===== src/rtl/tx_multi_ch_arbiter_pkg.sv =====
// Shared constants, FSM states and helpers for tx_multi_ch_arbiter.
// No ports: imported by ch_fifo and tx_multi_ch_arbiter.
package tx_multi_ch_arbiter_pkg;

  localparam logic [15:0] SYNC_WORD_DEF = 16'h817E;
  localparam logic [15:0] IDLE_WORD_DEF = 16'h1E00;

  typedef enum logic [1:0] {
    ST_IDLE,
    ST_ALIGN,
    ST_RUN
  } state_t;

  function automatic int clog2(input int v);
    int r;
    r = 0;
    while ((1 << r) < v) r++;
    return r;
  endfunction

endpackage


===== src/rtl/ch_fifo.sv =====
// ch_fifo: single-clock FIFO, one per input channel.
// Ports: clk, rst (async low), push/wdata, pop/rdata, full, empty, count.
module ch_fifo
  import tx_multi_ch_arbiter_pkg::*;
#(
  parameter int DATA_W = 16,
  parameter int DEPTH = 8
) (
  input  logic                    clk,
  input  logic                    rst,
  input  logic                    push,
  input  logic [DATA_W-1:0]       wdata,
  input  logic                    pop,
  output logic [DATA_W-1:0]       rdata,
  output logic                    full,
  output logic                    empty,
  output logic [clog2(DEPTH):0]   count
);

  localparam int AW = clog2(DEPTH);
  localparam int CW = AW + 1;

  logic [DATA_W-1:0] mem [DEPTH];
  logic [AW-1:0] wr_ptr;
  logic [AW-1:0] rd_ptr;
  logic do_push;
  logic do_pop;

  assign full = (count == CW'(DEPTH));
  assign empty = (count == '0);
  assign do_push = push && !full;
  assign do_pop = pop && !empty;
  assign rdata = mem[rd_ptr];

  always_ff @(posedge clk) begin
    if (do_push) mem[wr_ptr] <= wdata;
  end

  always_ff @(posedge clk or negedge rst) begin
    if (!rst) begin
      wr_ptr <= '0;
      rd_ptr <= '0;
      count <= '0;
    end else begin
      if (do_push) wr_ptr <= wr_ptr + 1'b1;
      if (do_pop) rd_ptr <= rd_ptr + 1'b1;
      unique case ({do_push, do_pop})
        2'b10: count <= count + 1'b1;
        2'b01: count <= count - 1'b1;
        default: count <= count;
      endcase
    end
  end

endmodule


===== src/rtl/tx_multi_ch_arbiter.sv =====
// tx_multi_ch_arbiter: per-channel FIFOs merged round-robin onto one
// GTX TX word stream with link-up alignment, periodic sync and idle fill.
// Ports: clk, rst (async low); in_data/in_valid/in_ready per channel;
// tx_ready link status; out_data/out_valid/out_sync/out_ch registered
// TX word; ovf_flag sticky overflow; fifo_empty per-channel status.
module tx_multi_ch_arbiter
  import tx_multi_ch_arbiter_pkg::*;
#(
  parameter int NUM_CH = 4,
  parameter int DATA_W = 16,
  parameter int DEPTH = 8,
  parameter int SYNC_PERIOD = 32,
  parameter int ALIGN_LEN = 4,
  parameter logic [DATA_W-1:0] SYNC_WORD = DATA_W'(SYNC_WORD_DEF),
  parameter logic [DATA_W-1:0] IDLE_WORD = DATA_W'(IDLE_WORD_DEF),
  localparam int CH_W = (NUM_CH > 1) ? clog2(NUM_CH) : 1
) (
  input  logic                     clk,
  input  logic                     rst,
  input  logic [NUM_CH*DATA_W-1:0] in_data,
  input  logic [NUM_CH-1:0]        in_valid,
  output logic [NUM_CH-1:0]        in_ready,
  input  logic                     tx_ready,
  output logic [DATA_W-1:0]        out_data,
  output logic                     out_valid,
  output logic                     out_sync,
  output logic [CH_W-1:0]          out_ch,
  output logic [NUM_CH-1:0]        ovf_flag,
  output logic [NUM_CH-1:0]        fifo_empty
);

  localparam int CW = clog2(DEPTH) + 1;
  localparam int SW = clog2(SYNC_PERIOD);
  localparam int AW = clog2(ALIGN_LEN) + 1;
  localparam logic [SW-1:0] SYNC_LAST = SW'(SYNC_PERIOD - 1);
  localparam logic [AW-1:0] ALIGN_LAST = AW'(ALIGN_LEN - 1);

  logic [DATA_W-1:0] rd_data [NUM_CH];
  logic [CW-1:0] fill [NUM_CH];
  logic [NUM_CH-1:0] full;
  logic [NUM_CH-1:0] avail;
  logic [NUM_CH-1:0] push;
  logic [NUM_CH-1:0] pop;

  state_t state, state_d;
  logic [CH_W-1:0] grant, grant_d, sel;
  logic found;
  logic sync_due;
  logic take;
  logic [SW-1:0] sync_cnt, sync_d;
  logic [AW-1:0] align_cnt, align_d;
  logic [DATA_W-1:0] data_d;
  logic valid_d;
  logic sync_o_d;
  logic [CH_W-1:0] ch_d;

  for (genvar c = 0; c < NUM_CH; c++) begin : g_ch
    assign push[c] = in_valid[c] && !full[c];
    assign avail[c] = (fill[c] != '0);
    ch_fifo #(
      .DATA_W(DATA_W),
      .DEPTH(DEPTH)
    ) u_fifo (
      .clk(clk),
      .rst(rst),
      .push(push[c]),
      .wdata(in_data[c*DATA_W +: DATA_W]),
      .pop(pop[c]),
      .rdata(rd_data[c]),
      .full(full[c]),
      .empty(fifo_empty[c]),
      .count(fill[c])
    );
  end

  assign in_ready = ~full;

  // First non-empty channel after the last grant, wrapping.
  always_comb begin
    logic [CH_W-1:0] cand;
    found = 1'b0;
    sel = '0;
    cand = '0;
    for (int i = 1; i <= NUM_CH; i++) begin
      cand = CH_W'((int'(grant) + i) % NUM_CH);
      if (!found && avail[cand]) begin
        found = 1'b1;
        sel = cand;
      end
    end
  end

  assign sync_due = (sync_cnt == SYNC_LAST);
  assign take = found && !sync_due;

  always_comb begin
    state_d = state;
    grant_d = grant;
    sync_d = sync_cnt;
    align_d = align_cnt;
    data_d = IDLE_WORD;
    valid_d = 1'b0;
    sync_o_d = 1'b0;
    ch_d = '0;
    pop = '0;
    if (!tx_ready) begin
      state_d = ST_IDLE;
    end else begin
      unique case (state)
        ST_IDLE: begin
          state_d = ST_ALIGN;
          align_d = '0;
        end
        ST_ALIGN: begin
          data_d = SYNC_WORD;
          sync_o_d = 1'b1;
          align_d = align_cnt + 1'b1;
          if (align_cnt == ALIGN_LAST) begin
            state_d = ST_RUN;
            sync_d = '0;
          end
        end
        ST_RUN: begin
          unique case (1'b1)
            sync_due: begin
              data_d = SYNC_WORD;
              sync_o_d = 1'b1;
              sync_d = '0;
            end
            take: begin
              pop[sel] = 1'b1;
              data_d = rd_data[sel];
              valid_d = 1'b1;
              ch_d = sel;
              grant_d = sel;
              sync_d = sync_cnt + 1'b1;
            end
            default: sync_d = sync_cnt + 1'b1;
          endcase
        end
        default: state_d = ST_IDLE;
      endcase
    end
  end

  always_ff @(posedge clk or negedge rst) begin
    if (!rst) begin
      state <= ST_IDLE;
      grant <= CH_W'(NUM_CH - 1);
      sync_cnt <= '0;
      align_cnt <= '0;
      out_data <= IDLE_WORD;
      out_valid <= 1'b0;
      out_sync <= 1'b0;
      out_ch <= '0;
    end else begin
      state <= state_d;
      grant <= grant_d;
      sync_cnt <= sync_d;
      align_cnt <= align_d;
      out_data <= data_d;
      out_valid <= valid_d;
      out_sync <= sync_o_d;
      out_ch <= ch_d;
    end
  end

  always_ff @(posedge clk or negedge rst) begin
    if (!rst) ovf_flag <= '0;
    else ovf_flag <= ovf_flag | (in_valid & full);
  end

endmodule


===== config.mk =====
export PLATFORM = sky130hd
export DESIGN_NAME = tx_multi_ch_arbiter
export DESIGN_NICKNAME = d
export VERILOG_FILES = /design/src/rtl/tx_multi_ch_arbiter_pkg.sv /design/src/rtl/ch_fifo.sv /design/src/rtl/tx_multi_ch_arbiter.sv
export SDC_FILE = /design/constraint.sdc
export NUM_CORES = 1
export LEC_CHECK = 0
export BUFFER_PORTS_ARGS = -buffer_cell sky130_fd_sc_hd__buf_2
export CELL_PAD_IN_SITES_DETAIL_PLACEMENT = 0
export CELL_PAD_IN_SITES_GLOBAL_PLACEMENT = 2
export CORE_MARGIN = 4
export CORE_UTILIZATION = 48
export DETAILED_ROUTE_END_ITERATION = 6
export HOLD_SLACK_MARGIN = 0.1
export PLACE_DENSITY_LB_ADDON = 0.15
export SYNTH_ARGS = -nofsm -noshare
export SYNTH_HDL_FRONTEND = slang
export SYNTH_SLANG_ARGS = --single-unit

===== constraint.sdc =====
create_clock -name clk -period 4.5 [get_ports clk]
set_clock_uncertainty 0.1 [all_clocks]
set_input_delay 1.125 -clock clk [delete_from_list [all_inputs] [get_ports clk]]
set_output_delay 1.125 -clock clk [all_outputs]
set_load 0.01 [all_outputs]

# After elaboration in Yosys (flattened, before gate mapping)
# Memory sizes are Yosys's and may differ from the RTL's.
# Index checks and enable logic that the tools add are counted.
# classes
bitwise_logic,4
n_reduce_logical,48
muxes,55
n_addsub,22
order_cmp,7
n_eq_ne,19
# ops
op,count
$pmux W16 S2,2
$mux W16,3
$bmux W16 S2,1
$pmux W4 S2,4
$add A3 B1 Y3 const B,9
$mux W1,22
$mux W2,9
$logic_and A1 B1 Y1,17
$add A4 B1 Y4 const B,4
$eq A4 B4 Y1 const B,4
$logic_not A4 Y1,4
$reduce_bool A4 Y1,4
$sub A4 B1 Y4 const B,4
$lt A2 B3 Y1 const B,5
$logic_not A1 Y1,12
$mux W4,3
$reduce_bool A2 Y1,6
$eq A2 B1 Y1 const B,5
$eq A2 B2 Y1 const B,5
$mux W5,2
$pmux W5 S2,1
$bmux W1 S2,4
$pmux W2 S3,1
$pmux W3 S2,1
18 further kinds,23
# totals
regBits,76
output_inout_bits,32
ram_bits,512
n_memories,4
in_bits,71
wordCells,180
# memory_table
name,words,word_bits,rd,rd_clocked_by_memory_dff,write_ports,line,source
g_ch[0].u_fifo.mem,8,16,1,0,1,ch_fifo.sv:23,logic [DATA_W-1:0] mem [DEPTH];
g_ch[1].u_fifo.mem,8,16,1,0,1,ch_fifo.sv:23,
g_ch[2].u_fifo.mem,8,16,1,0,1,ch_fifo.sv:23,
g_ch[3].u_fifo.mem,8,16,1,0,1,ch_fifo.sv:23,

# Depth between registers and ports, before layout
# Gate-level depths: netlist of the first run.
# depth
ltp_word,23
depth_mapped,15
ltp_nobuf,15

# Hierarchy
# Synthesis of the first run repeated with hierarchy kept, for this count alone.
# unflattened
hier_cells,1222
area_unflattened_um2,24387.1
# by_module_without_submodules
mod,seq_area_each_um2,area_each_um2,cells_each,instances
ch_fifo (g_ch[0].u_fifo ...),4093.9,5557.8,253,3
ch_fifo (g_ch[1].u_fifo),4093.9,5554.1,253,1
tx_multi_ch_arbiter,908.4,2159.6,210,1

# Worst setup path before layout of the first run
# No wires, ideal clock.
# synth_timing
path_type,input to register
startpoint,input tx_ready
endpoint,register g_ch[2].u_fifo.count[3]
t_required_ps,4275
path_slack_ps,1028
path_buffers,1
cell_stages,12
t_arrival_ps,3247
setup_ps,125
cell_sequence,clkbuf_1 > and3b_1 > o41ai_4 > nor4_4 > and3_4 > ha_1 > ha_1 > a21o_1 > a21oi_1 > xnor2_1 > nor2_1 > xor2_1
# synth_between
elab_chain_cells,4
word_cells_on_any_way,6
cone_classes,2 x eq/ne; 2 x mux; 2 x reduce/logical
# synth_lines
element,line,source
from (decl),tx_multi_ch_arbiter.sv:23,"input logic tx_ready,"
$mux W4 *,tx_multi_ch_arbiter.sv:106,if (!tx_ready) begin
$logic_and A1 B1 Y1 *,ch_fifo.sv:32,assign do_pop = pop && !empty;
via g_ch[2].u_fifo.do_pop,ch_fifo.sv:27,logic do_pop;
$eq A2 B1 Y1 or $eq A2 B2 Y1 (tied branches),ch_fifo.sv:47,"unique case ({do_push, do_pop})"
$pmux W4 S2 or $reduce_bool A2 Y1 (tied branches),-,
to (signal assigned),ch_fifo.sv:48,2'b10: count <= count + 1'b1;
to (signal assigned),ch_fifo.sv:49,2'b01: count <= count - 1'b1;
to (signal assigned),ch_fifo.sv:50,default: count <= count;
to (decl),ch_fifo.sv:17,output logic [clog2(DEPTH):0] count
# The timed path passes the listed nets; every way through them passes the cells marked *.
# A chain may end at the register's enable or synchronous reset.

# Worst setup path after layout of the first run
# layout_timing
startpoint,register g_ch[1].u_fifo.count[1]
endpoint,register g_ch[3].u_fifo.count[3]
# layout_between
elab_chain_cells,23
word_cells_on_any_way,37
cone_classes,2 x order compare; 2 x eq/ne; 22 x mux; 11 x reduce/logical
# layout_lines
element,line,source
from (decl),ch_fifo.sv:17,
from (signal assigned),ch_fifo.sv:48,
from (signal assigned),ch_fifo.sv:49,
from (signal assigned),ch_fifo.sv:50,
$reduce_bool A4 Y1 *,tx_multi_ch_arbiter.sv:59,assign avail[c] = (fill[c] != '0);
$bmux W1 S2,tx_multi_ch_arbiter.sv:86,if (!found && avail[cand]) begin
$mux W1 (not written as such),tx_multi_ch_arbiter.sv:86,
$mux W1,tx_multi_ch_arbiter.sv:86,
$logic_not A1 Y1,tx_multi_ch_arbiter.sv:86,
$logic_and A1 B1 Y1,tx_multi_ch_arbiter.sv:86,
$mux W1,tx_multi_ch_arbiter.sv:86,
$logic_not A1 Y1,tx_multi_ch_arbiter.sv:86,
(+8 left out),-,
$demux W1 S2,tx_multi_ch_arbiter.sv:131,pop[sel] = 1'b1;
$mux W4 *,tx_multi_ch_arbiter.sv:124,unique case (1'b1)
$mux W4 *,tx_multi_ch_arbiter.sv:109,unique case (state)
$mux W4 *,tx_multi_ch_arbiter.sv:106,
$logic_and A1 B1 Y1 *,ch_fifo.sv:32,
via g_ch[3].u_fifo.do_pop,ch_fifo.sv:27,
$eq A2 B1 Y1 or $eq A2 B2 Y1 (tied branches),ch_fifo.sv:47,
$pmux W4 S2 or $reduce_bool A2 Y1 (tied branches),-,
to (signal assigned),ch_fifo.sv:48,
to (signal assigned),ch_fifo.sv:49,
to (signal assigned),ch_fifo.sv:50,
to (decl),ch_fifo.sv:17,
# The timed path passes the listed nets; every way through them passes the cells marked *. The select of a mux whose other input is x is not followed.

==> flow_metrics.py, run 1 <==
metrics = {
    "power_and_ir_drop": {
        "leakagePower_nw": 9.18,
        "power_mw": 14.9,
        "p_clk_frac": 0.355,
        "power_density_nw_per_um2": 545,
        "vdd_ir_drop_max_mv": 0.375,
        "swShare": 0.265,
        "p_sw_mw": 3.96,
        "seqPwrFrac": 0.486,
        "comb_power_share": 0.159,
        "power.internal_mw": 11.0,
    },
    "finish": {
        "layout.nets": 1447,
        "instances_no_fill": 2062,
        "area_delta_synth_final_pct": 15.5,
        "layout-drive-gt1-share": 0.336,
        "mostFrequentLayoutCell": "edfxtp_1",
        "final_cell_mix": "edfxtp_1 (512), mux4_2 (128), buf_2 (101)",
    },
    "job": {
        "cap_violations": 0,
    },
    "critical_path": {
        "path_max_fanout": 7,
        "critical-path-top-delay-family": "simple AND/OR/NAND/NOR gates",
        "worst_setup_path_end_kind": "register",
        "crit_type": "reg2reg",
        "start_kind": "register",
        "slowest_delay_ns": 0.75,
        "cp_common_cell": "ha_1",
        "critical_path.startpoint": "g_ch[1].u_fifo.count[1]$_DFFE_PN0P_",
        "crit_required_ns": 4.90,
        "path_cells": "or4_1 > clkinv_2 > o32ai_4 > nor4_4 > nand3_2 > inv_1 > ha_1 > ha_1 > a21o_1 > a21oi_1 > xnor2_1 > nor2_1 > xor2_1",
        "reg2reg_from": "g_ch[1].u_fifo.count[1]$_DFFE_PN0P_",
        "critPathBufInv": 2,
        "worstPathArrival_ns": 4.12,
        "slowest_stage": "or4_1",
    },
    "sta": {
        "final.period_utilization": 0.826,
        "finalHoldViolations": 0,
        "max_clock_freq_mhz": 269,
        "relSlewSlack": 0.296,
        "finalSetupViolations": 0,
        "worstMarginPinSlew_ns": 1.06,
        "slew_violations": 0,
        "setup_tns_ns": 0,
        "rsz0062_at_grt": "false",
        "period_needed_ns": 3.72,
    },
    "placement": {
        "port_buffers": 102,
        "gp_congestion": 0.817,
        "dp_hpwl_mm": 32.2,
        "placed_cells": 1949,
    },
    "yosys": {
        "async_flop_share": 0.129,
        "syn_area_um2": 23800,
        "synthTopCellsByArea": "edfxtp_1 (65%), mux4_2 (12%), dfrtp_1 (7.4%), mux2i_1 (1.8%), ha_1 (1.5%)",
        "ys_ff_latch": 588,
        "ys_seq_area_frac": 0.728,
        "yosys.area.top_type": "edfxtp_1",
        "syn_inst": 1195,
        "yosys_warnings": 0,
        "synth.top_cell.area_share": 0.647,
        "postSynthAreaPerCell_um2": 19.9,
        "synth_edf_count": 512,
        "ys_types": 66,
        "ys.flop_type": "edfxtp_1",
        "synth_nets": 1296,
    },
    "drt": {
        "ant_nets": 0,
        "routedWlPerCell_um": 24.7,
        "initialDrtViolationCount": 989,
        "viasPerCell": 5.62,
        "routed_wl_mm": 50.8,
        "dr_total_vias": 11600,
        "drt_pass1_iterations": 5,
        "drc_errors": 0,
    },
    "clock_network": {
        "clk_pin_slew_worst_paths_ns": 0.06,
        "cts_sinks": 588,
        "cts_buffer_depth": 3,
        "cts-root-buf": "clkbuf_16",
        "cts_hold_buffers": 0,
        "cts_buffers": 59,
        "cts_resized": 0,
        "clkLatencyLatePin_ns": 0.62,
        "postCtsSetupBuffers": 0,
        "htree_levels": 2,
        "tritoncts": "done",
    },
    "global_routing": {
        "grt_antenna_before_repair": 4,
        "grtUsageTotal": 0.195,
        "grt_pass1_vias": 11800,
        "grt_max_degree": 77,
        "grt-ovfl-total": 0,
        "grt_pass1_wl_mm": 77.0,
    },
    "die": {
        "rows": 81,
        "pin_count": 103,
        "die-area_um2": 53100,
        "dieHeight_um": 230,
        "core_area_um2": 49000,
        "die_x_um": 230,
        "start_util": 0.485,
    },
    "status": {
        "status": "complete, no violations",
    },
    "worst_hold_path": {
        "min_from": "ovf_flag[3]$_DFF_PN0_",
        "hold_class": "reg2reg",
    },
}
power by group through the flow:
| stage | logic (mW) | clock network [mW] | registers [mW] |
|---|---|---|---|
| after floorplan | 1.60 | 0 | 7.21 |
| after global placement | 2.39 | 0 | 7.34 |
| after detailed placement | 2.41 | 0 | 7.38 |
| after CTS | 2.41 | 5.43 | 7.27 |
| after global routing | 2.59 | 5.68 | 7.35 |
| final | 2.37 | 5.31 | 7.26 |
final timing paths:
path	endpoint	slack, ns	cells after the start
worst max-delay path	g_ch[3].u_fifo.count[3]$_DFFE_PN0P_	0.78	13
worst min-delay path	ovf_flag[3]$_DFF_PN0_	0.38	1
worst max register to register	g_ch[3].u_fifo.count[3]$_DFFE_PN0P_	0.78	13
worst min register to register	ovf_flag[3]$_DFF_PN0_	0.38	1
max in group asynchronous	g_ch[2].u_fifo.rd_ptr[1]$_DFFE_PN0P_	2.95	1
min in group asynchronous	g_ch[1].u_fifo.wr_ptr[2]$_DFFE_PN0P_	0.58	1
sequential cells by signal, summed over array words and instances, names as in the netlist:
register	count
g_ch.u_fifo.mem	512
g_ch.u_fifo.count	16
out_data	16
g_ch.u_fifo.rd_ptr	12
g_ch.u_fifo.wr_ptr	12
sync_cnt	5
ovf_flag	4
align_cnt	3
grant	2
out_ch	2
state	2
out_sync	1
out_valid	1
cell usage after synthesis (all sizes together) (8+ instances only):
| library cell | number |
|---|---|
| dfrtp | 70 |
| clkbuf | 29 |
| o21ai | 14 |
| mux4 | 128 |
| xnor2 | 18 |
| nand2b | 11 |
| nand3 | 24 |
| nand4 | 33 |
| edfxtp | 512 |
| nor2 | 23 |
| mux2i | 43 |
| buf | 33 |
| a21oi | 12 |
| o211ai | 17 |
| xor2 | 15 |
| o2111ai | 8 |
| mux2 | 38 |
| nand2 | 29 |
| ha | 28 |
| inv | 17 |
| nor3 | 19 |
cell families after synthesis:
kind of cell    share of synthesized area
buf+inv                            0.0175
compound gates                     0.0288
fa+ha+maj                          0.0164
mux                                 0.158
xor+xnor                           0.0122
simple gates                       0.0395
flops                               0.728
worst reg2reg max path, delay by kind of cell (launching register included):
family / cells / cell delay [ns]
buf+inv: 2 / 0.32
compound gates: 3 / 0.53
fa+ha+maj: 2 / 0.45
flops: 1 / 0.44
simple gates: 4 / 1.47
xor+xnor: 2 / 0.28
area by class of cell:
class | count | area [um2]
antenna | 1 | 2.50
clock buffer | 76 | 1700
clock inverter | 36 | 460
fill | 3718 | 21500
inverter | 19 | 75.1
multi-input combinational | 526 | 6170
sequential | 588 | 17300
tap | 664 | 831
timing repair buffer | 152 | 888
metal layers:
metal | wire length [um] | track usage
met1 | 23100 | 0.290
met3 | 2410 | 0.0358
met4 | 1090 | 0.0497
met2 | 24200 | 0.303
met5 | 26 | 0
metrics by stage:
step | instance area (um2) | hold slack, ns | utilization | setup slack [ns]
6_report | 27400 | 0.380 | 0.560 | 0.784
5_1_grt | 27400 | 0.406 | 0.560 | 0.611
4_1_cts | 27400 | 0.384 | 0.560 | 0.806
3_5_place_dp | 25300 | 0.371 | 0.516 | 0.800
3_3_place_gp | 25300 | 0.369 | 0.516 | 0.806
2_1_floorplan | 23800 | 0.337 | - | 1.03
Note: power is estimated with default switching activity, not from simulation.
==> inputs of run 2 (changes only) <==
CORE_UTILIZATION = 43   (was 48)
clock period = 3.3 ns   (was 4.5 ns; I/O delays follow)
==> run 2 against run 1 <==
Routed wire length grew 6.7%. Non-clock buffer count grew 78. Die area grew 11%. Critical path depth grew 3. Final cell count grew 5.4%. Cell area grew 2.2%. Sequential power grew 35%.
==> flow_metrics.py, run 2 (synthesis results as in run 1) <==
metrics = {
    "status": {
        "status": "complete, no violations",
    },
    "finish": {
        "layout-drive-gt1-share": 0.374,
        "largest_reg_flops": 512,
        "fill_cells": 4349,
        "top_regs": "g_ch.u_fifo.mem: 512 flops, g_ch.u_fifo.count: 16 flops, out_data: 16 flops",
        "final_cell_mix": "edfxtp_1 (512), mux4_2 (128), buf_4 (125)",
        "area_delta_synth_final_pct": 18.0,
        "utilization": 0.517,
        "layout.nets": 1526,
        "largest-register": "g_ch.u_fifo.mem",
        "mostFrequentLayoutCell": "edfxtp_1",
    },
    "drt": {
        "ant_nets": 0,
        "viasPerCell": 5.51,
        "dr_total_vias": 12000,
        "initialDrtViolationCount": 918,
        "routedWlPerCell_um": 25.0,
        "drc_errors": 0,
        "routed_wl_mm": 54.2,
        "drt_pass1_iterations": 5,
    },
    "die": {
        "core_area_um2": 54200,
        "dieHeight_um": 243,
        "pin_count": 103,
        "die_x_um": 243,
        "rows": 85,
        "die-area_um2": 59100,
        "start_util": 0.438,
    },
    "sta": {
        "relSlewSlack": 0.455,
        "max_clock_freq_mhz": 314,
        "worstMarginPinSlew_ns": 0.817,
        "period_needed_ns": 3.18,
        "final.period_utilization": 0.964,
        "finalHoldViolations": 0,
        "slew_violations": 0,
        "finalSetupViolations": 0,
    },
    "placement": {
        "port_buffers": 102,
        "gp_congestion": 0.778,
        "dp_hpwl_mm": 34.7,
    },
    "critical_path": {
        "setup.worst_path.end": "g_ch[3].u_fifo.count[3]$_DFFE_PN0P_",
        "cp.depth": 16,
        "rrSetupSlack_ns": 0.12,
        "path_max_fanout": 4,
        "slowest_delay_ns": 0.40,
        "crit_required_ns": 3.68,
        "start_kind": "register",
        "slowest_stage": "dfrtp_1",
        "path_cells": "ha_2 > and3_4 > ha_4 > and3b_2 > o41ai_4 > nor4_4 > buf_4 > nand3_4 > inv_2 > ha_4 > ha_1 > a21o_1 > a21oi_2 > xnor2_1 > nor2_1 > xor2_1",
        "critPathBufInv": 2,
        "crit_type": "reg2reg",
        "reg2reg_from": "sync_cnt[1]$_DFFE_PN0P_",
        "critical_path.startpoint": "sync_cnt[1]$_DFFE_PN0P_",
        "r2r-end": "g_ch[3].u_fifo.count[3]$_DFFE_PN0P_",
        "worst_setup_path_end_kind": "register",
        "r2r_cells": 16,
        "cp_common_cell": "ha_4",
        "critical-path-top-delay-family": "simple AND/OR/NAND/NOR gates",
        "worstPathArrival_ns": 3.57,
    },
    "clock_network": {
        "cts_buffer_depth": 3,
        "cts_buffers": 60,
        "cts_sinks": 588,
        "cts_hold_buffers": 0,
        "tritoncts": "done",
        "clkLatencyLatePin_ns": 0.62,
        "cts-root-buf": "clkbuf_16",
        "clk_pin_slew_worst_paths_ns": 0.06,
        "htree_levels": 2,
    },
    "global_routing": {
        "grt-ovfl-total": 0,
        "grtUsageTotal": 0.184,
        "grt_max_degree": 41,
        "grt_antenna_before_repair": 3,
        "grt_pass1_vias": 12500,
        "grt_pass1_wl_mm": 81.5,
    },
    "worst_hold_path": {
        "hold_class": "in2async",
    },
    "power_and_ir_drop": {
        "power_mw": 20.5,
        "vdd_ir_drop_max_mv": 0.476,
        "power_density_nw_per_um2": 731,
        "leakagePower_nw": 9.50,
    },
    "job": {
        "cap_violations": 0,
    },
}
-- run 2: cell count changes in the layout (fill, tap and decap cells not counted), sizes merged --
cell and delta:
clkbuf +1, buf +78, inv -1, clkinvlp -1, clkinv +5, bufinv -3
-- run 2: area by class of cell --
type	count	area, um2	share of cell area
sequential	588	17300	0.617
tap	696	871	0.0311
antenna	1	2.50	0.0000892
clock inverter	36	373	0.0133
clock buffer	77	1680	0.0599
inverter	19	75.1	0.00268
multi-input combinational	526	6220	0.222
timing repair buffer	230	1520	0.0544
-- run 2: routing by layer --
layer  share of wire  vias to the layer above  wire, um  global-route usage
li1                -                     5369         -                   -
met5         0.00037                        -        20                   0
met3           0.031                       69      1680              0.0277
met4           0.022                        4      1170              0.0479
met1            0.46                     6327     25100               0.266
met2            0.48                      195     26200               0.295
-- run 2: power breakdown --
| part | switching [mW] | leakage, nW | internal [mW] |
|---|---|---|---|
| Combinational | 2.28 | 2.90 | 1.49 |
| Sequential | 0.454 | 5.60 | 9.31 |
| Clock | 2.82 | 1.00 | 4.14 |
| Total | 5.55 | 9.50 | 14.9 |
-- run 2: worst min path at each step --
stage / from / depth (start not counted) / end / slack, ns
after global placement: sync_cnt[3]$_DFFE_PN0P_ / 1 / sync_cnt[3]$_DFFE_PN0P_ / 0.35
final: rst / 1 / g_ch[1].u_fifo.rd_ptr[1]$_DFFE_PN0P_ / 0.14
after CTS: rst / 1 / g_ch[0].u_fifo.wr_ptr[0]$_DFFE_PN0P_ / 0.13
after global routing: rst / 1 / g_ch[1].u_fifo.rd_ptr[1]$_DFFE_PN0P_ / 0.17
after floorplan: sync_cnt[3]$_DFFE_PN0P_ / 1 / sync_cnt[3]$_DFFE_PN0P_ / 0.34
after detailed placement: sync_cnt[3]$_DFFE_PN0P_ / 1 / sync_cnt[3]$_DFFE_PN0P_ / 0.36
-- run 2: metrics by stage --
stage	cells	hold WS, ns	TNS (ns)	area [um2]	setup slack [ns]
after global routing	2172	0.171	-0.0167	28000	-0.0167
after global placement	2048	0.355	-0.0198	25800	-0.0198
after floorplan	1195	0.337	0	23800	0.0301
after CTS	2161	0.128	0	27900	0.00331
after detailed placement	2048	0.364	-0.0709	25800	-0.0449
final	2173	0.142	0	28000	0.118
-- run 2: repair_timing --
action                     4_1_cts  5_1_grt
pin swaps                        1       12
buffers inserted                 0       11
setup endpoints to repair        3        6
gates cloned                     0        0
resized for setup                3       16
-- run 2: worst reg2reg max path, cell delays in order (launching register included) --
cell and delay (ns):
dfrtp_1 0.40, ha_2 0.20, and3_4 0.19, ha_4 0.16, and3b_2 0.27, o41ai_4 0.11, nor4_4 0.28, buf_4 0.19
nand3_4 0.08, inv_2 0.07, ha_4 0.13, ha_1 0.22, a21o_1 0.17, a21oi_2 0.14, xnor2_1 0.13, nor2_1 0.07
xor2_1 0.16
